`src/rtl/pl_hazard_ctrl.sv`:
```
// pl_hazard_ctrl: stall/flush sequencer for the 5-stage pipeline.
// Merges load-use detection, taken-branch flush and a data-memory wait FSM
// that freezes the whole pipeline while a memory-stage access is pending.
// Also keeps a stall-cycle counter and a sticky memory-timeout error flag.
module pl_hazard_ctrl #(
  parameter int TIMEOUT = 16,
  parameter int CNT_W   = 32
) (
  input  logic             clk,
  input  logic             reset,
  input  logic [4:0]       Rs1D,
  input  logic [4:0]       Rs2D,
  input  logic [4:0]       RdE,
  input  logic [1:0]       ResultSrcE,
  input  logic             PCSrcE,
  input  logic             MemAccessM,
  input  logic             DMemReady,
  output logic             StallF,
  output logic             StallD,
  output logic             StallE,
  output logic             StallM,
  output logic             FlushD,
  output logic             FlushE,
  output logic             FlushW,
  output logic             DMemReq,
  output logic             MemErr,
  output logic [CNT_W-1:0] StallCnt
);

  localparam int TW = $clog2(TIMEOUT + 1);

  typedef enum logic {
    S_IDLE,
    S_WAIT
  } state_t;

  state_t           state;
  logic [TW-1:0]    tmo_cnt;
  logic [CNT_W-1:0] stall_cnt;
  logic             mem_err;

  logic timeout_hit;
  logic dmem_req;
  logic mem_stall;
  logic lw_stall;

  // Memory handshake and hazard detection; reset kills any request at once.
  always_comb begin
    timeout_hit = (state == S_WAIT) && (tmo_cnt == TW'(TIMEOUT));
    if (reset) begin
      dmem_req = 1'b0;
    end else if (state == S_WAIT) begin
      dmem_req = 1'b1;
    end else begin
      dmem_req = MemAccessM;
    end
    mem_stall = dmem_req & ~DMemReady & ~timeout_hit;
    lw_stall  = ~reset & (ResultSrcE == 2'b01) & (RdE != 5'd0) &
                ((Rs1D == RdE) | (Rs2D == RdE));
  end

  // Pipeline controls: a memory stall freezes everything and masks flushes.
  always_comb begin
    if (reset) begin
      StallF = 1'b0;
      StallD = 1'b0;
      StallE = 1'b0;
      StallM = 1'b0;
      FlushD = 1'b1;
      FlushE = 1'b1;
      FlushW = 1'b1;
    end else begin
      StallF = lw_stall | mem_stall;
      StallD = lw_stall | mem_stall;
      StallE = mem_stall;
      StallM = mem_stall;
      FlushD = PCSrcE & ~mem_stall;
      FlushE = (lw_stall | PCSrcE) & ~mem_stall;
      FlushW = mem_stall;
    end
    DMemReq  = dmem_req;
    MemErr   = mem_err;
    StallCnt = stall_cnt;
  end

  // Wait FSM, timeout counter, stall counter and sticky error flag.
  always_ff @(posedge clk) begin
    if (reset) begin
      state     <= S_IDLE;
      tmo_cnt   <= '0;
      stall_cnt <= '0;
      mem_err   <= 1'b0;
    end else begin
      if (mem_stall) begin
        stall_cnt <= stall_cnt + CNT_W'(1);
      end
      case (state)
        S_IDLE: begin
          if (MemAccessM && !DMemReady) begin
            state   <= S_WAIT;
            tmo_cnt <= TW'(1);
          end
        end
        S_WAIT: begin
          if (DMemReady) begin
            state   <= S_IDLE;
            tmo_cnt <= '0;
          end else if (timeout_hit) begin
            state   <= S_IDLE;
            tmo_cnt <= '0;
            mem_err <= 1'b1;
          end else begin
            tmo_cnt <= tmo_cnt + TW'(1);
          end
        end
        default: begin
          state   <= S_IDLE;
          tmo_cnt <= '0;
        end
      endcase
    end
  end

endmodule
```
`config.mk`:
```
export PLATFORM = sky130hd
export DESIGN_NAME = pl_hazard_ctrl
export DESIGN_NICKNAME = d
export VERILOG_FILES = /design/src/rtl/pl_hazard_ctrl.sv
export SDC_FILE = /design/constraint.sdc
export NUM_CORES = 1
export LEC_CHECK = 0
export CAP_MARGIN = 20
export CORE_MARGIN = 4
export CORE_UTILIZATION = 45
export CTS_CLUSTER_SIZE = 24
export DETAILED_ROUTE_END_ITERATION = 8
export PLACE_DENSITY = 0.72
export SLEW_MARGIN = 20
export SYNTH_ARGS = -nofsm -noshare
export SYNTH_HDL_FRONTEND = slang
export SYNTH_SLANG_ARGS = --single-unit
export TNS_END_PERCENT = 100
```
`constraint.sdc`:
```
create_clock -name clk -period 3.86 [get_ports clk]
set_input_delay 0.772 -clock clk [delete_from_list [all_inputs] [get_ports clk]]
set_output_delay 0.772 -clock clk [all_outputs]
set_load 0.02 [all_outputs]
```
==> flow_metrics.py <==
metrics = {
    "job": {
        "max_cap_viol_count": 0,
    },
    "finish": {
        "post_layout_nonfiller_instances": 395,
        "area_growth_syn_to_layout_pct": 32.87,
        "nFillCells": 464,
        "diodes_inserted": 0,
        "layout-drive-gt1-share_pct": 10.46,
        "fin_nets": 349,
    },
    "placed_design": {
        "post-place-cells": 387,
        "buffers_on_ports": 62,
        "detailed_place_hpwl_um": 4005,
        "gp_routability_congestion": 0.8253,
    },
    "critical_path": {
        "crit_chain": "clkdlybuf4s50_1 -> or4_1 -> o211ai_1 -> nand2b_1 -> o21bai_1 -> clkdlybuf4s50_1",
        "crit-reg2reg-launch": "tmo_cnt[0]",
        "worst_path_max_delay_cell": "sky130_fd_sc_hd__clkdlybuf4s50_1",
        "cp_slowest_stage_delay_ns": 0.55,
        "timing.critical_path.arrival_ns": 2.73,
        "rr_endpoint": "StallCnt[24]",
        "crit_path_max_fanout": 3,
        "worst_r2r_path_depth": 7,
        "worstSetupStartpointType": "input port",
        "criticalPathCategory": "in -> out",
        "cp.required_ns": 3.09,
        "timing.critical_path.to_type": "primary output",
        "critPathTopFamily": "buffers and inverters",
        "critical-path-top-cell-by-count": "sky130_fd_sc_hd__clkdlybuf4s50_1",
        "critical_path.n_buffers_inverters": 2,
        "ff2ff_setup_slack_ns": 1.72,
    },
    "synth": {
        "synthesis.yosys.warnings": 0,
        "synthesis.area_um2": 2345,
        "synth-simple-area-share_pct": 33.56,
        "netlist.area_leader.share_pct": 33.30,
        "synth_sequential_area_ratio_pct": 33.30,
        "synth.net_count": 294,
        "top_cell_type_by_total_area_after_synthesis": "sky130_fd_sc_hd__dfxtp_1",
        "main_area_contributors_after_synthesis": "sky130_fd_sc_hd__dfxtp_1 (33%), sky130_fd_sc_hd__nor4_2 (4.3%), sky130_fd_sc_hd__nand4_1 (3.7%), sky130_fd_sc_hd__xor2_1 (3.7%), sky130_fd_sc_hd__nor2_1 (3.7%)",
        "ys_seq_elements": 39,
        "yosys.area_share.xor_xnor_pct": 4.109,
        "synth-main-ff-cell": "sky130_fd_sc_hd__dfxtp_1",
        "synth_adder_area_share_pct": 1.601,
        "synthCells": 269,
        "syn_area_per_cell_um2": 8.717,
        "synth-compound-area-share_pct": 13.61,
        "synth-edff-count": 0,
        "synth.mux.area_fraction_pct": 7.951,
        "synth_top_family_by_area": "simple AND/OR/NAND/NOR gates",
        "asyncSetResetFlopFracSynth_pct": 0,
        "yosysUniqueCellTypes": 50,
    },
    "clock_network": {
        "max-clock-path-buffers": 2,
        "tritoncts.num_buffers": 5,
        "clkSlewWorstSetupHoldPaths_ns": 0.07,
        "clock_insertion_delay_worst_skew_ns": 0.30,
        "cts_resized": 0,
        "cts_setup_buffers": 0,
        "cts_root_buf": "sky130_fd_sc_hd__clkbuf_8",
        "clock_sinks": 39,
        "postCtsHoldBufs": 0,
        "tritoncts_clock_tree": "done",
        "clock_tree.htree_level_count": 2,
    },
    "pwr": {
        "switching_fraction_pct": 21.95,
        "power-per-cell-area_nw_per_um2": 291.6,
        "ir_worst_vdd_v": 0.0001915,
        "power.combinational.fraction_pct": 10.5,
        "clock_power_share_pct": 44.6,
        "total_leakage_power_uw": 0.001080,
        "power_switching_uw": 199.4,
        "internal_cell_power_uw": 709.0,
        "power.share.sequential_pct": 44.9,
    },
    "grt": {
        "antenna_found_initial": 0,
        "grt_first_pass_wirelength_um": 9039,
        "globalRoute.totalOverflow": 0,
        "first_global_vias": 1906,
        "groute.usage.overall_pct": 17.42,
        "grt_start_max_net_pins": 42,
    },
    "floorplanning": {
        "top_level_ports": 63,
        "core_um2": 5075,
        "die_span_in_y_um": 80.19,
        "design.die.area_um2": 6430,
        "rows": 26,
        "die_width_um": 80.19,
        "starting_density_pct": 46.20,
    },
    "detailed_routing": {
        "via_per_inst": 5.570,
        "finalWirelength_um": 5556,
        "number_of_remaining_drc_errors": 0,
        "drt_pass1_iterations": 4,
        "drtAntennaViolNets": 0,
        "avg_wl_per_cell_um": 14.07,
        "drt_iter0_drc": 162,
        "route.vias.total": 2200,
    },
    "timing": {
        "rsz0062_at_grt": "no",
        "clock_period_minus_worst_slack_ns": 3.501,
        "timing_max_transition_violations_final": 0,
        "slew-limit-headroom_pct": 67.10,
        "timing.fmax_mhz": 285.7,
        "timing_worst_slew_pin_value_ns": 0.4869,
        "skew_ns": 0.01179,
        "finalSetupViolations": 0,
        "hold_viol_final": 0,
        "setup_total_negative_slack_ns": 0,
        "final_min_period_over_clock_period_pct": 90.69,
    },
    "hold_path": {
        "min_delay_path_depth": 2,
        "worstHoldStart": "MemErr",
        "hold_end": "MemErr",
        "classification_of_the_worst_slack_hold_path": "reg -> reg",
    },
    "outcome": {
        "status": "finished clean",
    },
}
-- stage by stage --
| step | total power [µW] | area [µm²] | setup WS [ns] | hold slack (ns) | utilization [%] |
|---|---|---|---|---|---|
| 2_1_floorplan | 468.7 | 2345 | 0.9526 | 0.4869 | - |
| 3_3_place_gp | 511.7 | 2979 | 0.4095 | 0.4782 | 58.70 |
| 3_5_place_dp | 513.3 | 2979 | 0.3585 | 0.4632 | 58.70 |
| 4_1_cts | 916.3 | 3115 | 0.3529 | 0.4847 | 61.39 |
| 5_1_grt | 940.9 | 3115 | 0.2647 | 0.5164 | 61.39 |
| 6_report | 908.5 | 3115 | 0.3594 | 0.4798 | 61.39 |
-- cells in the final DEF, fill, tap and decap left out, types with 3 or more instances in the layout --
master                            count
sky130_fd_sc_hd__clkdlybuf4s50_1     62
sky130_fd_sc_hd__dfxtp_1             39
sky130_fd_sc_hd__nor2_1              23
sky130_fd_sc_hd__nand2_1             20
sky130_fd_sc_hd__nand4_1             14
sky130_fd_sc_hd__nor2b_1             12
sky130_fd_sc_hd__a21oi_1             12
sky130_fd_sc_hd__nand3_1             12
sky130_fd_sc_hd__xor2_1              10
sky130_fd_sc_hd__or4_1                9
sky130_fd_sc_hd__nor4_2               8
sky130_fd_sc_hd__o31ai_1              8
sky130_fd_sc_hd__inv_1                7
sky130_fd_sc_hd__nor4_1               7
sky130_fd_sc_hd__mux2_2               7
sky130_fd_sc_hd__and4_1               6
sky130_fd_sc_hd__mux2_1               6
sky130_fd_sc_hd__clkbuf_8             5
sky130_fd_sc_hd__mux2i_1              4
sky130_fd_sc_hd__buf_4                4
sky130_fd_sc_hd__nor3_1               3
sky130_fd_sc_hd__o21ai_0              3
sky130_fd_sc_hd__and3_1               3
sky130_fd_sc_hd__o311ai_0             3
sky130_fd_sc_hd__o41ai_1              3
sky130_fd_sc_hd__ha_1                 3
-- sequential cells by signal, indices dropped and copies added (netlist names) --
signal and cells:
StallCnt 32, tmo_cnt 5, MemErr 1, state 1
-- cell type report --
class	count	area, µm²	area share [%]
multi-input cells	203	1426	45.78
flip-flops and latches	39	780.7	25.06
well taps	70	87.58	2.811
inverters	9	33.78	1.084
clock inverters	3	67.56	2.169
repair buffers	66	650.6	20.88
clock buffers	5	68.82	2.209
-- how the worst max path moves through the flow --
stage	cells past startpoint	from	endpoint	slack, ns
2_1_floorplan	6	MemAccessM	FlushE	0.95
5_1_grt	6	RdE[1]	FlushE	0.26
3_3_place_gp	6	RdE[1]	FlushE	0.41
4_1_cts	6	RdE[1]	FlushE	0.35
6_report	6	RdE[1]	FlushE	0.36
3_5_place_dp	6	RdE[1]	FlushE	0.36
-- Yosys cell counts, types with 8 or more instances --
| library cell | instances |
|---|---|
| sky130_fd_sc_hd__nand4_1 | 14 |
| sky130_fd_sc_hd__xor2_1 | 10 |
| sky130_fd_sc_hd__a21oi_1 | 12 |
| sky130_fd_sc_hd__nor2b_1 | 12 |
| sky130_fd_sc_hd__nor2_1 | 23 |
| sky130_fd_sc_hd__nand2_1 | 20 |
| sky130_fd_sc_hd__dfxtp_1 | 39 |
| sky130_fd_sc_hd__or4_1 | 9 |
| sky130_fd_sc_hd__clkbuf_1 | 8 |
| sky130_fd_sc_hd__nand3_1 | 12 |
| sky130_fd_sc_hd__nor4_2 | 8 |
| sky130_fd_sc_hd__o31ai_1 | 8 |
-- kinds of logic (layout without fill, tap and decap cells) --
logic type	Yosys count	count (layout)
buffers and inverters	27	83
and+or+nand+nor	128	128
xor gates and xnor gates	11	11
DFF	39	39
AOI/OAI and AO/OA	44	44
adders and majority gates	3	3
muxes	17	17
-- power groups by stage --
stage | Clock [µW] | Sequential, µW | Combinational (µW)
finish | 405 | 408 | 95.1
floorplan | 0 | 418 | 50.3
global placement | 0 | 417 | 94.2
global route | 429 | 409 | 103
detailed placement | 0 | 418 | 95.7
CTS | 412 | 408 | 95.8
-- worst register-to-register path: stages (launching register included) --
cell,delay (ns)
sky130_fd_sc_hd__dfxtp_1,0.38
sky130_fd_sc_hd__inv_1,0.09
sky130_fd_sc_hd__ha_1,0.23
sky130_fd_sc_hd__nand4bb_2,0.13
sky130_fd_sc_hd__o211ai_4,0.11
sky130_fd_sc_hd__buf_4,0.28
sky130_fd_sc_hd__nor4_1,0.44
sky130_fd_sc_hd__mux2_2,0.37
-- layer usage --
metal	GRT usage, %	wire length (µm)	up-vias
met1	22.23	2582	1032
met3	4.036	222	6
met2	29.39	2692	46
met5	0	0	-
li1	-	-	1116
met4	4.561	59	0
No activity file was read; power rests on OpenSTA's default activity.
